File: src/rtl/hub75_bcm_scanner_pkg.sv
// Shared types and helpers for the HUB75 binary-coded-modulation scanner.
package hub75_bcm_scanner_pkg;

  typedef enum logic [1:0] {
    ST_IDLE,
    ST_SHIFT,
    ST_LATCH,
    ST_DISPLAY
  } scan_state_t;

  // Channel slot within a packed {R,G,B} pixel, multiplied by BPP to get the lsb
  localparam int CH_R = 2;
  localparam int CH_G = 1;
  localparam int CH_B = 0;

  // Counter widths never collapse to zero bits for degenerate parameter values
  function automatic int clog2_min1(input int value);
    return (value <= 2) ? 1 : $clog2(value);
  endfunction

endpackage

File: src/rtl/hub75_bcm_scanner_oe_timer.sv
// Output-enable timer: loaded with a bitplane index, runs down BASE_OE<<plane cycles.
module hub75_bcm_scanner_oe_timer
  import hub75_bcm_scanner_pkg::*;
#(
  parameter int BPP     = 4,
  parameter int BASE_OE = 64,
  localparam int PL_W   = clog2_min1(BPP),
  localparam int CNT_W  = $clog2(BASE_OE << (BPP - 1)) + 1
) (
  input  logic            clk_in,
  input  logic            rst,
  input  logic            load,
  input  logic            run,
  input  logic [PL_W-1:0] plane,
  output logic            expire
);

  logic [CNT_W-1:0] cnt;

  // Loaded one less than the on-time so expire marks the final enabled cycle
  always_ff @(posedge clk_in or posedge rst) begin
    if (rst) begin
      cnt <= '0;
    end else if (load) begin
      cnt <= CNT_W'((BASE_OE << plane) - 1);
    end else if (run && (cnt != '0)) begin
      cnt <= cnt - 1'b1;
    end
  end

  assign expire = (cnt == '0);

endmodule

File: src/rtl/hub75_bcm_scanner.sv
// HUB75 panel driver: shifts row pairs from a framebuffer and modulates OE_N per bitplane.
module hub75_bcm_scanner
  import hub75_bcm_scanner_pkg::*;
#(
  parameter int COLS      = 64,
  parameter int ROW_PAIRS = 32,
  parameter int BPP       = 4,
  parameter int BASE_OE   = 64,
  localparam int ADDR_W   = clog2_min1(ROW_PAIRS),
  localparam int COL_W    = clog2_min1(COLS),
  localparam int PIX_W    = 3 * BPP
) (
  input  logic              clk_in,
  input  logic              rst,
  input  logic              en,
  output logic              pix_rd,
  output logic [ADDR_W-1:0] pix_row,
  output logic [COL_W-1:0]  pix_col,
  input  logic [PIX_W-1:0]  pix_top,
  input  logic [PIX_W-1:0]  pix_bot,
  output logic              R1_data,
  output logic              G1_data,
  output logic              B1_data,
  output logic              R2_data,
  output logic              G2_data,
  output logic              B2_data,
  output logic [ADDR_W-1:0] row_addr,
  output logic              clk_out,
  output logic              LAT,
  output logic              OE_N,
  output logic              done
);

  localparam int PL_W    = clog2_min1(BPP);
  localparam int SC_W    = $clog2(2 * COLS + 1);
  localparam int SC_LAST = 2 * COLS;

  scan_state_t       state, state_nxt;
  logic [SC_W-1:0]   sc;
  logic [ADDR_W-1:0] row;
  logic [PL_W-1:0]   plane;
  logic              oe_expire;
  logic              shift_end, last_plane, last_row;
  logic [BPP-1:0]    top_r, top_g, top_b, bot_r, bot_g, bot_b;

  assign shift_end  = (sc == SC_W'(SC_LAST));
  assign last_plane = (plane == PL_W'(BPP - 1));
  assign last_row   = (row == ADDR_W'(ROW_PAIRS - 1));

  assign top_r = pix_top[CH_R*BPP +: BPP];
  assign top_g = pix_top[CH_G*BPP +: BPP];
  assign top_b = pix_top[CH_B*BPP +: BPP];
  assign bot_r = pix_bot[CH_R*BPP +: BPP];
  assign bot_g = pix_bot[CH_G*BPP +: BPP];
  assign bot_b = pix_bot[CH_B*BPP +: BPP];

  assign pix_row = row;
  assign pix_col = sc[COL_W:1];

  always_ff @(posedge clk_in or posedge rst) begin
    if (rst) state <= ST_IDLE;
    else     state <= state_nxt;
  end

  // Panel strobes decode straight from state so OE_N can never overlap LAT or shifting
  always_comb begin
    state_nxt = state;
    pix_rd    = 1'b0;
    clk_out   = 1'b0;
    LAT       = 1'b0;
    OE_N      = 1'b1;
    done      = 1'b0;
    case (state)
      ST_IDLE: begin
        if (en) state_nxt = ST_SHIFT;
      end
      ST_SHIFT: begin
        pix_rd  = ~sc[0] & ~shift_end;
        clk_out = ~sc[0] & (sc != '0);
        if (shift_end) state_nxt = ST_LATCH;
      end
      ST_LATCH: begin
        LAT       = 1'b1;
        state_nxt = ST_DISPLAY;
      end
      ST_DISPLAY: begin
        OE_N = 1'b0;
        if (oe_expire) begin
          if (!last_plane || !last_row) begin
            state_nxt = ST_SHIFT;
          end else begin
            done      = 1'b1;
            state_nxt = en ? ST_SHIFT : ST_IDLE;
          end
        end
      end
      default: state_nxt = ST_IDLE;
    endcase
  end

  // Shift phase counter is cleared outside SHIFT; it never wraps by itself
  always_ff @(posedge clk_in or posedge rst) begin
    if (rst) begin
      sc       <= '0;
      row      <= '0;
      plane    <= '0;
      row_addr <= '0;
    end else begin
      if (state == ST_SHIFT && !shift_end) sc <= sc + 1'b1;
      else                                 sc <= '0;
      if (state == ST_LATCH) row_addr <= row;
      if (state == ST_DISPLAY && oe_expire) begin
        if (!last_plane) begin
          plane <= plane + 1'b1;
        end else begin
          plane <= '0;
          row   <= last_row ? '0 : row + 1'b1;
        end
      end
    end
  end

  // Read data arrives one cycle after pix_rd, i.e. on the odd shift phases
  always_ff @(posedge clk_in or posedge rst) begin
    if (rst) begin
      {R1_data, G1_data, B1_data, R2_data, G2_data, B2_data} <= 6'b0;
    end else if (state == ST_SHIFT && sc[0]) begin
      R1_data <= top_r[plane];
      G1_data <= top_g[plane];
      B1_data <= top_b[plane];
      R2_data <= bot_r[plane];
      G2_data <= bot_g[plane];
      B2_data <= bot_b[plane];
    end
  end

  hub75_bcm_scanner_oe_timer #(
    .BPP     (BPP),
    .BASE_OE (BASE_OE)
  ) u_oe_timer (
    .clk_in (clk_in),
    .rst    (rst),
    .load   (state == ST_LATCH),
    .run    (state == ST_DISPLAY),
    .plane  (plane),
    .expire (oe_expire)
  );

endmodule

File: config.mk
export PLATFORM = sky130hd
export DESIGN_NAME = hub75_bcm_scanner
export DESIGN_NICKNAME = d
export VERILOG_FILES = /design/src/rtl/hub75_bcm_scanner_pkg.sv /design/src/rtl/hub75_bcm_scanner_oe_timer.sv /design/src/rtl/hub75_bcm_scanner.sv
export SDC_FILE = /design/constraint.sdc
export NUM_CORES = 1
export LEC_CHECK = 0
export CORE_MARGIN = 10
export CORE_UTILIZATION = 40
export DETAILED_ROUTE_END_ITERATION = 6
export PLACE_DENSITY = 0.69
export SLEW_MARGIN = 20
export SYNTH_ARGS = -nofsm -noshare
export SYNTH_HDL_FRONTEND = slang
export SYNTH_SLANG_ARGS = --single-unit
File: constraint.sdc
create_clock -name clk_in -period 1.76 [get_ports clk_in]
set_input_delay 0.352 -clock clk_in [delete_from_list [all_inputs] [get_ports clk_in]]
set_output_delay 0.352 -clock clk_in [all_outputs]
set_load 0.1 [all_outputs]
==> metrics <==
Max Buffers Root-to-Sink=2; DRT iter0 DRCs=40; pin count of the biggest net entering global routing=39; final worst-path cycle share=1.19; violated checks=negative setup slack; R2R Setup Slk=-0.15 ns; die width=around 95 um; endpoints failing setup=13; hold slack final=between 0.4 and 0.5 ns; Final nets=approximately 330; Worst-Skew Late Latency=~0.29 ns; num ports=54; clk sinks=38; number of global-route vias before repair=1928; IO buf count=53; DRC viols=0; RSZ-0062 raised after global routing=yes; H-tree Lvls=2; Vias=around 1800; critical path class=reg -> out; total congestion overflow=0; Fin. Hold Viols=0; Critical Path End Type=primary output; status=finished, violations left; Core Region=roughly 5400 um^2; CTS tree=done; drt first pass iters=4; top cells by area, synth=dfrtp_1 (43%), mux2_2 (8.6%), ha_1 (7.9%), mux4_2 (6.1%), nor2_1 (2.9%); first-pass GRT wire length=9250 um; CP Data Arrival Time=approximately 1.8 ns; DRT antenna net count=0; CTS buffer count=5; largest area contributor in the netlist=dfrtp_1; Max Cap Violations=0; syn_area_per_cell=about 12 um^2; pwr dens=470 nW/um^2; Unique masters post-synth=46; Rows=27; CP startpoint=sc[3]; Post-Syn Area=between 2000 and 2500 um^2; routed wire length per instance=15.8 um; Seq/Total Area, Yosys=0.428; Worst-Margin Slew=between 0.3 and 0.4 ns; Reg2Reg Launch Point=sc[3]; die area=8940 um^2; Worst Hold Class=in -> async; Layout fillers=379; Leak Pwr=approximately 1.7 nW; startpoint types=flop; most frequent cells in the layout=buf_4 (40), buf_12 (29), dfrtp_1 (28), clkdlybuf4s50_1 (26); commonest non-fill, non-tap cell in the layout=buf_4; synthesis warning total=0; setup ws final=-0.337 ns; Max Fclk=477 MHz; Initial Util=0.409; clk_skew=between 0.009 and 0.01 ns; ANT cells=0; DP HPWL=between 4000 and 5000 um; worst path required time=1.41 ns; GRT Util Overall=0.130; Mapped Cells=~190; Max Transition Viols Final=0; routability cong.=~0.79; CTS Hold Buffers Added=0; utilization after layout=0.693; Syn Nets=about 230; die height=around 95 um; Yosys top cell area share=0.428; initial antenna violation count=0; number of synthesized register bits=38; clock root buffer=clkbuf_8; Power, Total=roughly 0.0018 W; Clk pin slew, worst setup/hold paths=approximately 0.08 ns; Max rail drop VDD=0.478 mV; fin crit period=2.10 ns; Worst Path Max Fanout=2; Via density=5.03; Slew HR=0.787; share of cells above drive strength 1=0.531; synthesis-to-finish area growth=69.5%; Post-Route WL=5660 um
-- Yosys cell counts (all sizes together) --
cell type / count
mux4: 6
or3: 1
a21oi: 1
nor2b: 1
o311a: 1
o31ai: 2
clkbuf: 4
nor4: 3
nand2b: 3
nand3: 7
nand4bb: 1
nand3b: 1
o31a: 1
a31o: 1
xnor2: 6
or2b: 2
or4b: 2
a211o: 2
inv: 13
or2: 2
buf: 8
mux2: 17
nand2: 7
o21ai: 8
nor3b: 1
a2111oi: 1
dfrtp: 38
a31oi: 1
xor2: 4
or4: 3
and3: 3
a211oi: 2
a2bb2oi: 1
nor2: 17
nor4bb: 1
ha: 14
o2111ai: 1
nand4: 1
mux2i: 3
nor3: 1
-- kinds of logic after synthesis --
kind of cell	share of synthesized area
multiplexers	0.160
AND/OR/NAND/NOR	0.156
XOR/XNOR	0.0394
AO/OA/AOI/OAI	0.0782
buffers and inverters	0.0591
adder cells (fa/ha/maj)	0.0788
flip-flops	0.428
-- critical path, cell delays in order, from the launching register on --
cell	delay, ns
dfrtp_1	0.38
or4_4	0.57
o311a_4	0.34
buf_12	0.17
-- layout make-up --
class                           count  area [um^2]  area share
Multi-Input combinational cell    129         1370       0.364
Sequential cell                    38          968       0.257
Tap cell                           72         90.1      0.0239
Inverter                           13         52.6      0.0139
Timing Repair Buffer               98         1170       0.312
Clock buffer                        8          110      0.0292
-- flip-flops by register name, indices dropped and copies added, names as in the netlist --
signal	count
G2_data	1
R2_data	1
plane	2
G1_data	1
state	2
B1_data	1
u_oe_timer.cnt	10
R1_data	1
sc	8
pix_row	5
B2_data	1
row_addr	5
-- through the flow --
stage	instance area [um^2]	instances	TNS [ns]	setup WS (ns)
after detailed placement	3410	335	-0.507	-0.161
after CTS	3620	352	-1.30	-0.358
after global routing	3770	358	-2.49	-0.401
after global placement	3410	335	-0.346	-0.149
final	3770	358	-1.52	-0.337
after floorplan	2370	192	-1.31	-0.279
-- timing repair --
action	CTS	global route
resized for setup	8	24
pin swaps	13	11
gates cloned	0	0
buffers inserted	9	8
hold endpoints to repair	0	0
endpoints found under the setup margin	10	23
-- routing by layer --
layer | share of wire | vias to the layer above | GRT usage
li1 | - | 865 | -
met1 | 0.39 | 883 | 0.140
met2 | 0.52 | 44 | 0.226
met3 | 0.074 | 7 | 0.0634
met4 | 0.011 | 0 | 0.0299
met5 | 0 | - | 0
-- report_power, final --
part	switching (W)	internal (W)	total, W
clock	0.000308	0.000396	0.000703
combinational	0.0000860	0.0000952	0.000181
sequential	0.00000719	0.000879	0.000887
-- worst paths after layout --
check	cells past startpoint	endpoint
worst max-delay path	3	clk_out
worst min-delay path	3	u_oe_timer.cnt[2]
worst max register to register	5	state[1]
worst min register to register	1	pix_row[3]
max in group asynchronous	3	pix_row[0]
min in group clk_in	1	pix_row[3]
No activity file was read; power rests on OpenSTA's default activity.
